File: src/rtl/ehgu_fifo_wr_arb.sv
// Round-robin burst write arbiter sharing one ehgu_fifo write port.
// A credit counter mirrors free FIFO entries so the FIFO can never be overrun;
// read-side pops return credits.
module ehgu_fifo_wr_arb #(
  parameter  int NREQ   = 4,
  parameter  int DWIDTH = 8,
  parameter  int DEPTH  = 32,
  parameter  int BURST  = 4,
  localparam int CWIDTH = $clog2(DEPTH + 1)
) (
  input  logic                   clk,
  input  logic                   rst,
  input  logic [NREQ-1:0]        req_valid,
  input  logic [NREQ*DWIDTH-1:0] req_data,
  output logic [NREQ-1:0]        req_ready,
  output logic                   fifo_en,
  output logic                   fifo_din_valid,
  output logic [DWIDTH-1:0]      fifo_din,
  input  logic                   fifo_pop,
  output logic [NREQ-1:0]        gnt,
  output logic [CWIDTH-1:0]      credits,
  output logic                   err_overflow
);

  localparam int IW = (NREQ > 1) ? $clog2(NREQ) : 1;
  localparam int BW = $clog2(BURST) + 1;

  localparam logic [CWIDTH-1:0] FULL_CREDITS = CWIDTH'(DEPTH);
  localparam logic [BW-1:0]     LAST_BEAT    = BW'(BURST - 1);
  localparam logic [IW-1:0]     LAST_IDX     = IW'(NREQ - 1);
  localparam logic [NREQ-1:0]   ONE_HOT0     = NREQ'(1);
  localparam logic [IW:0]       NREQ_W       = (IW + 1)'(NREQ);

  typedef enum logic [0:0] {
    ST_IDLE  = 1'b0,
    ST_BURST = 1'b1
  } state_t;

  state_t            state_r;
  logic [IW-1:0]     gnt_idx_r;
  logic [IW-1:0]     rr_ptr_r;
  logic [BW-1:0]     beat_cnt_r;

  logic              credit_avail_s;
  logic              accept_s;
  logic              gnt_valid_s;
  logic              last_beat_s;
  logic              burst_end_s;
  logic              pick_found_s;
  logic [IW-1:0]     pick_idx_s;
  logic [DWIDTH-1:0] gnt_data_s;

  assign credit_avail_s = (credits != {CWIDTH{1'b0}});
  assign accept_s       = |(req_valid & req_ready);
  assign gnt_valid_s    = |(req_valid & gnt);
  assign last_beat_s    = (beat_cnt_r == LAST_BEAT);
  assign gnt_data_s     = req_data[gnt_idx_r * DWIDTH +: DWIDTH];

  // A burst ends on its last beat, when the owner drops valid, or when credits run dry.
  assign burst_end_s = (accept_s && last_beat_s) || !gnt_valid_s ||
                       (!credit_avail_s && !accept_s);

  // Only the granted requester may be accepted, and only while a FIFO slot is free.
  always_comb begin
    if (state_r == ST_BURST && credit_avail_s) begin
      req_ready = gnt;
    end else begin
      req_ready = {NREQ{1'b0}};
    end
  end

  // Round-robin search: first valid requester strictly after rr_ptr, wrapping.
  always_comb begin
    logic [IW:0] cand_sum_s;
    logic [IW:0] cand_s;
    logic        hit_s;
    pick_found_s = 1'b0;
    pick_idx_s   = {IW{1'b0}};
    cand_sum_s   = {(IW + 1){1'b0}};
    cand_s       = {(IW + 1){1'b0}};
    hit_s        = 1'b0;
    for (int k = 1; k <= NREQ; k++) begin
      cand_sum_s   = {1'b0, rr_ptr_r} + (IW + 1)'(k);
      cand_s       = (cand_sum_s >= NREQ_W) ? (cand_sum_s - NREQ_W) : cand_sum_s;
      hit_s        = !pick_found_s && req_valid[cand_s[IW-1:0]];
      pick_idx_s   = hit_s ? cand_s[IW-1:0] : pick_idx_s;
      pick_found_s = pick_found_s | hit_s;
    end
  end

  // Arbitration FSM: grant selection, beat counting and round-robin pointer update.
  always_ff @(posedge clk) begin
    if (rst) begin
      state_r    <= ST_IDLE;
      gnt        <= {NREQ{1'b0}};
      gnt_idx_r  <= {IW{1'b0}};
      rr_ptr_r   <= LAST_IDX;
      beat_cnt_r <= {BW{1'b0}};
    end else begin
      case (state_r)
        ST_IDLE: begin
          if (credit_avail_s && pick_found_s) begin
            state_r    <= ST_BURST;
            gnt        <= ONE_HOT0 << pick_idx_s;
            gnt_idx_r  <= pick_idx_s;
            beat_cnt_r <= {BW{1'b0}};
          end else begin
            state_r    <= ST_IDLE;
          end
        end
        ST_BURST: begin
          if (burst_end_s) begin
            state_r    <= ST_IDLE;
            gnt        <= {NREQ{1'b0}};
            rr_ptr_r   <= gnt_idx_r;
            beat_cnt_r <= {BW{1'b0}};
          end else if (accept_s) begin
            beat_cnt_r <= beat_cnt_r + BW'(1);
          end else begin
            beat_cnt_r <= beat_cnt_r;
          end
        end
        default: begin
          state_r    <= ST_IDLE;
          gnt        <= {NREQ{1'b0}};
          beat_cnt_r <= {BW{1'b0}};
        end
      endcase
    end
  end

  // Write-side datapath: register the accepted word and strobe it into the FIFO.
  always_ff @(posedge clk) begin
    if (rst) begin
      fifo_en        <= 1'b0;
      fifo_din_valid <= 1'b0;
      fifo_din       <= {DWIDTH{1'b0}};
    end else begin
      fifo_en        <= 1'b1;
      fifo_din_valid <= accept_s;
      if (accept_s) begin
        fifo_din <= gnt_data_s;
      end else begin
        fifo_din <= fifo_din;
      end
    end
  end

  // Credit tracking: accepts consume, pops return; a pop on an empty FIFO is flagged.
  always_ff @(posedge clk) begin
    if (rst) begin
      credits      <= FULL_CREDITS;
      err_overflow <= 1'b0;
    end else begin
      case ({accept_s, fifo_pop})
        2'b10: credits <= credits - CWIDTH'(1);
        2'b01: begin
          if (credits == FULL_CREDITS) begin
            credits <= credits;
          end else begin
            credits <= credits + CWIDTH'(1);
          end
        end
        default: credits <= credits;
      endcase
      if (fifo_pop && credits == FULL_CREDITS) begin
        err_overflow <= 1'b1;
      end else begin
        err_overflow <= err_overflow;
      end
    end
  end

endmodule

File: config.mk
export PLATFORM = sky130hd
export DESIGN_NAME = ehgu_fifo_wr_arb
export DESIGN_NICKNAME = d
export VERILOG_FILES = /design/src/rtl/ehgu_fifo_wr_arb.sv
export SDC_FILE = /design/constraint.sdc
export NUM_CORES = 1
export LEC_CHECK = 0
export BUFFER_PORTS_ARGS = -buffer_cell sky130_fd_sc_hd__buf_4
export CORE_ASPECT_RATIO = 0.7
export CORE_MARGIN = 5
export CORE_UTILIZATION = 49
export DETAILED_ROUTE_END_ITERATION = 7
export GPL_TIMING_DRIVEN = 0
export HOLD_SLACK_MARGIN = 0.08
export PLACE_DENSITY = 0.8
export SLEW_MARGIN = 20
export SYNTH_ARGS = -nofsm -noshare
export SYNTH_HDL_FRONTEND = slang
export SYNTH_SLANG_ARGS = --single-unit
File: constraint.sdc
create_clock -name clk -period 3.64 [get_ports clk]
set_input_delay 0.182 -clock clk [delete_from_list [all_inputs] [get_ports clk]]
set_output_delay 0.182 -clock clk [all_outputs]
set_load 0.005 [all_outputs]
==> results.yml, run 1 <==
floorplan:
  die_h_um: 59.54
  die_area_um2: 4809
  die_w_um: 80.77
  start_util_pct: 49.85
  rows: 18
  coreArea_um2: 3446
  boundaryPins: 64
synthesis:
  synth_area_per_cell_um2: 9.138
  synth_flop_cell: "dfxtp_1"
  ys_seq_area_share_pct: 33.79
  syn_nets: 235
  yosysMostFrequentCell: "dfxtp_1"
  synth_edf_count: 0
  synth_area_um2: 1718
  synth.area.top_cells: "dfxtp_1 34%, mux4_2 10%, nand2_1 5.7%"
  synth_top_area_share_pct: 33.79
  synth-seq-cells: 29
  syn_inst: 188
  yosysUniqueCellTypes: 46
  yosysWarningCount: 0
  async_reset_ff_share_pct: 0
  synth_commonest_cells: "29 x dfxtp_1, 26 x nand2_1, 19 x a21oi_1, 17 x nor2_1"
  yosys.area.top_type: "dfxtp_1"
place:
  dp_slack_ns: 0.4739
  post-dp-hpwl_mm: 3.444
  dp.cells: 300
  port_buffers: 62
  place.gp.congestion: 0.8517
critical_path:
  critical_path_class: "reg -> reg"
  cp_top_family: "simple AND/OR/NAND/NOR gates"
  setup.worst_path.end_class: "flip-flop"
  required_ns: 3.80
  cp_common_cell: "a21oi_1"
  rr_startpoint: "credits[0]"
  crit_start: "credits[0]"
  arrival_ns: 3.37
  critical-path-max-stage-delay_ns: 0.39
  crit_chain: "nor4_1, a21boi_0, nand2b_1, clkbuf_1, nand2_1, ha_1, a21oi_1, a21oi_1, o21ai_0, mux2_2, and3_1"
  critPathBufInv: 1
  crit_fanout: 10
  cp-start-kind: "flip-flop"
  cp_slowest_cell: "dfxtp_1"
cells_and_area:
  syn2layout_area_growth_pct: 35.76
  regArea_um2: 580.6
  fill_cells: 304
  final_cells: 307
  multi_input_area_um2: 1064
  layout-drive-gt1-share_pct: 33.07
  fin_nets: 304
  final_util_pct: 67.68
  n_antenna_cell: 0
sta:
  hold_viol_final: 0
  min_period_ns: 3.201
  setup_violations: 0
  fin_crit_sh_pct: 87.93
  clock_skew_ns: 0.007397
  setup_tns_ns: 0
  slew_viol_final: 0
  maxSlewHeadroom_pct: 38.13
  worst_pin_slew_ns: 0.9164
  rsz0062_at_grt: "false"
  fmax_mhz: 312.4
  setup_ws_ns: 0.4393
clock_tree:
  cts_hold_buf: 0
  cts_tree: "done"
  cts.path.max_buffers: 2
  clock-sinks: 29
  postCtsSetupBuffers: 0
  clk_pin_slew_ns: 0.06
  cts_root_buffer: "clkbuf_8"
  htree_levels: 2
  clkLatencyLatePin_ns: 0.27
  numCtsBuffers: 5
  postCtsResizedCells: 0
routing:
  met2_length_mm: 2.019
  routed-wl-met3_um: 445
  ant_nets: 0
  dr.first_iter.drc_count: 95
  wl_met1_mm: 1.954
  num_vias: 1669
  highest_layer: "met4"
  wl_per_cell_um: 14.47
  drc_errors: 0
  vias_per_cell: 5.436
  firstDrtPassIters: 4
  wirelength_mm: 4.441
power:
  pwr_density_cell_nw_per_um2: 587.7
  pwr-share-seq_pct: 34.7
  pwr-share-comb_pct: 46.1
  vdd_drop_max_uv: 350.5
  p_clk_share_pct: 19.2
  power.leakage_uw: 0.001004
  sw_frac_of_total_pct: 37.94
  switchingPower_uw: 520.0
  power_uw: 1371
  internal_power_uw: 850.7
global_routing:
  overflow: 0
  grt_pass1_vias: 1555
  grt_pass1_wl_mm: 7.155
  grt_max_degree: 11
  track_usage_pct: 19.16
  antenna_found_initial: 0
status:
  status: "complete, no violations"
run:
  drv_cap: 0
hold_path:
  hp-class: "in -> reg"
  hp-start: "rst"
-- per-stage QoR --
step,area [µm²],hold slack (ns)
3_5_place_dp,2246,0.4021
3_3_place_gp,2246,0.3992
2_1_floorplan,1718,0.3332
6_report,2332,0.1140
4_1_cts,2332,0.1156
5_1_grt,2332,0.1153
-- cells by family (layout without fill, tap and decap cells) --
family | count (synthesis) | after routing | share of synthesized area, %
AOI/OAI and AO/OA | 45 | 45 | 18.57
xor gates and xnor gates | 3 | 3 | 1.530
adders and majority gates | 8 | 8 | 6.263
buffers and inverters | 14 | 83 | 4.297
DFF | 29 | 29 | 33.79
muxes | 14 | 14 | 14.06
and+or+nand+nor | 75 | 75 | 21.49
-- path summary, 6_finish.rpt --
path | slack (ns) | cells after the start | to
hold reg to reg | 0.46 | 2 | fifo_din[5]
setup reg to reg | 0.44 | 11 | credits[5]
hold / removal | 0.11 | 2 | gnt[3]
setup / recovery | 0.44 | 11 | credits[5]
-- power groups by stage --
stage          combinational [µW]  clock [µW]  sequential, µW
6_report                      632         263             476
5_1_grt                       702         278             488
4_1_cts                       632         264             474
3_5_place_dp                  629           0             480
3_3_place_gp                  612           0             479
2_1_floorplan                 423           0             463
-- layout by cell type, fill, tap and decap left out, types with 2 or more instances in the layout --
cell / n
buf_4: 62
dfxtp_1: 29
nand2_1: 26
a21oi_1: 19
nor2_1: 17
mux4_2: 8
o21ai_0: 8
inv_1: 7
ha_1: 7
nand3_1: 6
clkbuf_8: 6
nor3_1: 5
mux2i_1: 5
clkbuf_1: 4
and2_1: 4
nand2b_1: 3
a21o_1: 3
nor2b_1: 3
nor4_1: 2
buf_6: 2
xor2_1: 2
a22oi_1: 2
or4b_1: 2
-- layer usage --
layer  up-vias  global-route usage, %
li1        825                      -
met1       760                  25.21
met2        80                  30.66
met3         4                  6.991
met4         0                  3.614
met5         -                      0
-- cell type report --
| cell class | count | area share [%] |
|---|---|---|
| Sequential cell | 29 | 24.89 |
| Clock buffer | 7 | 3.702 |
| Inverter | 7 | 1.127 |
| Tap cell | 50 | 2.682 |
| Multi-Input combinational cell | 145 | 45.60 |
| Timing Repair Buffer | 62 | 19.96 |
| Buffer | 7 | 2.039 |
-- state kept, by name, indices dropped and copies added, names as in the netlist --
signal          count
err_overflow        1
beat_cnt_r          3
fifo_din            8
gnt                 4
state_r             1
fifo_en             1
credits             6
rr_ptr_r            2
fifo_din_valid      1
gnt_idx_r           2
No activity file was read; power rests on OpenSTA's default activity.
==> run 2: changes to the inputs <==
--- a/config.mk
+++ b/config.mk
@@ -6,13 +6,12 @@
 export NUM_CORES = 1
 export LEC_CHECK = 0
 export BUFFER_PORTS_ARGS = -buffer_cell sky130_fd_sc_hd__buf_4
-export CORE_ASPECT_RATIO = 0.7
+export CORE_ASPECT_RATIO = 1.2
 export CORE_MARGIN = 5
-export CORE_UTILIZATION = 49
+export CORE_UTILIZATION = 30
 export DETAILED_ROUTE_END_ITERATION = 7
 export GPL_TIMING_DRIVEN = 0
 export HOLD_SLACK_MARGIN = 0.08
-export PLACE_DENSITY = 0.8
 export SLEW_MARGIN = 20
 export SYNTH_ARGS = -nofsm -noshare
 export SYNTH_HDL_FRONTEND = slang
==> constraint.sdc (replaced) <==
create_clock -name clk -period 3.55 [get_ports clk]
set_input_delay 0.1775 -clock clk [delete_from_list [all_inputs] [get_ports clk]]
set_output_delay 0.1775 -clock clk [all_outputs]
set_load 0.005 [all_outputs]
==> results.yml, run 2 (same netlist as run 1, synthesis figures left out) <==
power:
  pwr_density_cell_nw_per_um2: 585.4
  switchingPower_uw: 520.3
  p_clk_share_pct: 18.6
  sw_frac_of_total_pct: 37.88
  pwr-share-comb_pct: 46.0
  vdd_drop_max_uv: 204.6
  pwr-share-seq_pct: 35.4
  internal_power_uw: 853.2
  power.leakage_uw: 0.001005
run:
  drv_cap: 0
routing:
  firstDrtPassIters: 4
  ant_nets: 0
  vias_per_cell: 4.975
  wl_per_cell_um: 13.43
  num_vias: 1602
  wirelength_mm: 4.324
  drc_errors: 0
  dr.first_iter.drc_count: 43
floorplan:
  die_w_um: 79.08
  coreArea_um2: 5630
  die_h_um: 92.90
  boundaryPins: 64
  start_util_pct: 30.51
  rows: 30
  die_area_um2: 7346
clock_tree:
  htree_levels: 2
  postCtsSetupBuffers: 0
  clock-sinks: 29
  cts_tree: "done"
  postCtsResizedCells: 0
  numCtsBuffers: 5
  cts_root_buffer: "clkbuf_8"
  cts_hold_buf: 0
  clk_pin_slew_ns: 0.06
  cts.path.max_buffers: 2
  clkLatencyLatePin_ns: 0.28
global_routing:
  overflow: 0
  grt_pass1_vias: 1617
  grt_max_degree: 11
  grt_pass1_wl_mm: 7.279
  track_usage_pct: 12.31
  grt_busiest_layer: "met2"
  met1_usage_pct: 15.12
  antenna_found_initial: 0
  gr-usage-met2_pct: 19.80
  grt_util_met3_pct: 4.183
cells_and_area:
  fin_area_um2: 2346
  top_regs: "fifo_din (8), credits (6), gnt (4)"
  mostFrequentLayoutCells: "62 x buf_4, 29 x dfxtp_1, 26 x nand2_1, 19 x a21oi_1, 17 x nor2_1"
  layout-drive-gt1-share_pct: 33.33
  fin_nets: 304
  largest_reg_flops: 8
  mostFrequentLayoutCell: "buf_4"
  top_register: "fifo_din"
  syn2layout_area_growth_pct: 36.56
  n_antenna_cell: 0
sta:
  min_period_ns: 3.143
  setup_tns_ns: 0
  setup_ws_ns: 0.4067
  clock_skew_ns: 0.004877
  setup_violations: 0
  maxSlewHeadroom_pct: 41.34
  hold_viol_final: 0
  slew_viol_final: 0
  rsz0062_at_grt: "false"
  fin_hold_ws_ns: 0.1033
  worst_pin_slew_ns: 0.8689
  fmax_mhz: 318.1
  fin_crit_sh_pct: 88.54
status:
  status: "complete, no violations"
hold_path:
  hp-start: "rst"
  hp-class: "in -> reg"
critical_path:
  critical_path_class: "reg -> reg"
  required_ns: 3.72
  crit_fanout: 10
  cp-start-kind: "flip-flop"
  rr_startpoint: "credits[0]"
  arrival_ns: 3.31
  crit_start: "credits[0]"
  setup.worst_path.end_class: "flip-flop"
place:
  place.gp.congestion: 0.7935
  port_buffers: 62
  post_dp_cell_area_um2: 2263
  post-dp-hpwl_mm: 3.416
  dp_slack_ns: 0.3850
[run 2: cell types whose count changed in the layout (fill, tap and decap cells not counted), sizes merged]
| cell | before | now |
|---|---|---|
| clkinv | 0 | 2 |
| clkbuf | 10 | 9 |
[run 2: metrics by stage]
step | utilization (%) | std cells | power [µW]
after floorplan | - | 188 | 907.8
after global placement | 40.20 | 314 | 1125
after detailed placement | 40.20 | 314 | 1132
after CTS | 41.67 | 322 | 1389
after global routing | 41.67 | 322 | 1505
final | 41.67 | 322 | 1373
[run 2: routing by layer]
metal	routed length [µm]	vias up
met2	1923	59
met1	1960	715
met3	388	5
met5	0	-
met4	52	0
li1	-	823
[run 2: critical path, stage by stage (launching register included)]
cell and delay [ns]:
dfxtp_1 0.38, nor4_1 0.40, a21boi_0 0.29, nand2b_1 0.14
clkbuf_1 0.37, nand2_1 0.27, ha_1 0.37, nand3_1 0.10
a21oi_1 0.21, o21ai_0 0.11, mux2_2 0.26, and3_1 0.14
[run 2: final timing paths]
check / depth (start not counted) / endpoint / slack [ns]
max: 11 / credits[5] / 0.41
max reg2reg: 11 / credits[5] / 0.41
min reg2reg: 2 / fifo_din[4] / 0.46
min: 2 / gnt[3] / 0.10
[run 2: cell type report]
type	count	area, µm²
Sequential cell	29	580.6
Fill cell	584	3284
Buffer	7	47.55
Clock inverter	2	10.01
Clock buffer	6	72.57
Multi-Input combinational cell	145	1064
Timing Repair Buffer	62	465.4
Inverter	7	26.28
Tap cell	64	80.08
[run 2: power by group through the flow]
stage                     clock, µW  sequential (µW)  combinational, µW
after global placement            0              492                633
after detailed placement          0              493                639
after CTS                       263              486                640
final                           255              486                632
after global routing            279              500                727
after floorplan                   0              474                433
==> run 3: changes to the inputs <==
--- a/config.mk
+++ b/config.mk
@@ -12,6 +12,7 @@
 export DETAILED_ROUTE_END_ITERATION = 7
 export GPL_TIMING_DRIVEN = 0
 export HOLD_SLACK_MARGIN = 0.08
+export RECOVER_POWER = 100
 export SLEW_MARGIN = 20
 export SYNTH_ARGS = -nofsm -noshare
 export SYNTH_HDL_FRONTEND = slang
==> results.yml, run 3 (same netlist as run 1, synthesis figures left out) <==
status:
  status: "complete, no violations"
cells_and_area:
  syn2layout_area_growth_pct: 34.01
  fin_nets: 304
  final_cells: 322
  largest_reg_flops: 8
  mostFrequentLayoutCells: "41 x buf_4, 29 x dfxtp_1, 26 x nand2_1, 19 x a21oi_1, 18 x clkbuf_4"
  n_antenna_cell: 0
  mostFrequentLayoutCell: "buf_4"
  fill_cells: 590
  layout-drive-gt1-share_pct: 30.62
  top_regs: "fifo_din (8), credits (6), gnt (4)"
  top_register: "fifo_din"
clock_tree:
  postCtsResizedCells: 0
  numCtsBuffers: 5
  clkLatencyLatePin_ns: 0.28
  cts.path.max_buffers: 2
  clk_pin_slew_ns: 0.06
  htree_levels: 2
  cts_tree: "done"
  cts_root_buffer: "clkbuf_8"
  postCtsSetupBuffers: 0
  clock-sinks: 29
  cts_hold_buf: 0
critical_path:
  crit_fanout: 10
  r2r_cells: 11
  r2r_slack_ns: 0.40
  critical_path_class: "reg -> reg"
  required_ns: 3.72
  arrival_ns: 3.32
  cp_slowest_cell: "nor4_1"
  r2r-end: "credits[5]"
  rr_startpoint: "credits[0]"
  crit_chain: "nor4_1, a21boi_0, nand2b_1, clkbuf_1, nand2_1, ha_1, nand3_1, a21oi_1, o21ai_0, mux2_2, and3_1"
  setup.worst_path.end_class: "flip-flop"
  cp-start-kind: "flip-flop"
  critical-path-max-stage-delay_ns: 0.40
hold_path:
  worstHoldEndpoint: "err_overflow"
  hp-class: "in -> reg"
  hp-start: "fifo_pop"
  hold_path_depth: 3
sta:
  hold_viol_final: 0
  slew_viol_final: 0
  clock_skew_ns: 0.005114
  fin_crit_sh_pct: 88.85
  min_period_ns: 3.154
  rsz0062_at_grt: "false"
  worst_pin_slew_ns: 0.8640
  maxSlewHeadroom_pct: 41.67
  setup_violations: 0
  setup_tns_ns: 0
  setup_ws_ns: 0.3960
  fmax_mhz: 317.1
routing:
  drc_errors: 0
  ant_nets: 0
  dr.first_iter.drc_count: 32
  num_vias: 1608
  vias_per_cell: 4.994
  wirelength_mm: 4.323
  firstDrtPassIters: 4
  wl_per_cell_um: 13.43
power:
  power.leakage_uw: 0.0009688
  vdd_drop_max_uv: 206.1
  pwr_density_cell_nw_per_um2: 585.9
global_routing:
  antenna_found_initial: 0
  grt_pass1_wl_mm: 7.279
  track_usage_pct: 12.31
  overflow: 0
  grt_max_degree: 11
  grt_pass1_vias: 1617
floorplan:
  die_area_um2: 7346
  coreArea_um2: 5630
  boundaryPins: 64
  die_h_um: 92.90
  start_util_pct: 30.51
  die_w_um: 79.08
  rows: 30
place:
  port_buffers: 62
  place.gp.congestion: 0.7935
  post-dp-hpwl_mm: 3.416
  dp_slack_ns: 0.3850
  dp.cells: 314
run:
  drv_cap: 0
-- run 3: cell type report --
| type | instances | area [µm²] | share of cell area, % |
|---|---|---|---|
| inverter | 7 | 26.28 | 1.141 |
| timing repair buffer | 62 | 454.2 | 19.73 |
| tap | 64 | 80.08 | 3.478 |
| clock buffer | 6 | 72.57 | 3.152 |
| multi-input combinational | 145 | 1039 | 45.11 |
| buffer | 7 | 40.04 | 1.739 |
| clock inverter | 2 | 10.01 | 0.4348 |
| sequential | 29 | 580.6 | 25.22 |
-- run 3: worst max path at each step --
stage / end / startpoint / slack (ns) / cells after the start
detailed placement: credits[5] / credits[0] / 0.39 / 11
global route: credits[5] / credits[0] / 0.04 / 11
CTS: credits[5] / credits[0] / 0.36 / 11
finish: credits[5] / credits[0] / 0.40 / 11
global placement: credits[5] / credits[0] / 0.38 / 11
floorplan: credits[5] / gnt[0] / 0.89 / 11
-- run 3: stage by stage --
| stage | util (%) | cell area, µm² | hold WS [ns] | total power [µW] |
|---|---|---|---|---|
| 3_3_place_gp | 40.20 | 2263 | 0.3959 | 1125 |
| 4_1_cts | 41.67 | 2346 | 0.09601 | 1389 |
| 5_1_grt | 40.89 | 2302 | 0.2612 | 1478 |
| 6_report | 40.89 | 2302 | 0.1857 | 1349 |
| 2_1_floorplan | - | 1718 | 0.3287 | 907.8 |
| 3_5_place_dp | 40.20 | 2263 | 0.3968 | 1132 |
-- run 3: worst max-delay path: cells and delay by family (launching register included) --
kind	cells	cell delay, ns
AO/OA/AOI/OAI	3	0.61
adder cells (fa/ha/maj)	1	0.37
buffers and inverters	1	0.38
flip-flops	1	0.38
multiplexers	1	0.26
AND/OR/NAND/NOR	5	1.05
-- run 3: layer usage --
| layer | part of all wire, % | up-vias | wire, µm | GRT usage [%] |
|---|---|---|---|---|
| met2 | 44 | 60 | 1905 | 19.80 |
| met3 | 8.8 | 5 | 382 | 4.183 |
| met4 | 1.2 | 0 | 52 | 4.585 |
| met5 | 0 | - | 0 | 0 |
| met1 | 46 | 721 | 1982 | 15.12 |
| li1 | - | 822 | - | - |
-- run 3: power by group --
part | total (µW) | switching, µW | internal [µW]
Sequential | 477 | 83.5 | 393
Clock | 256 | 121 | 135
Combinational | 616 | 306 | 310
Total | 1350 | 510 | 839
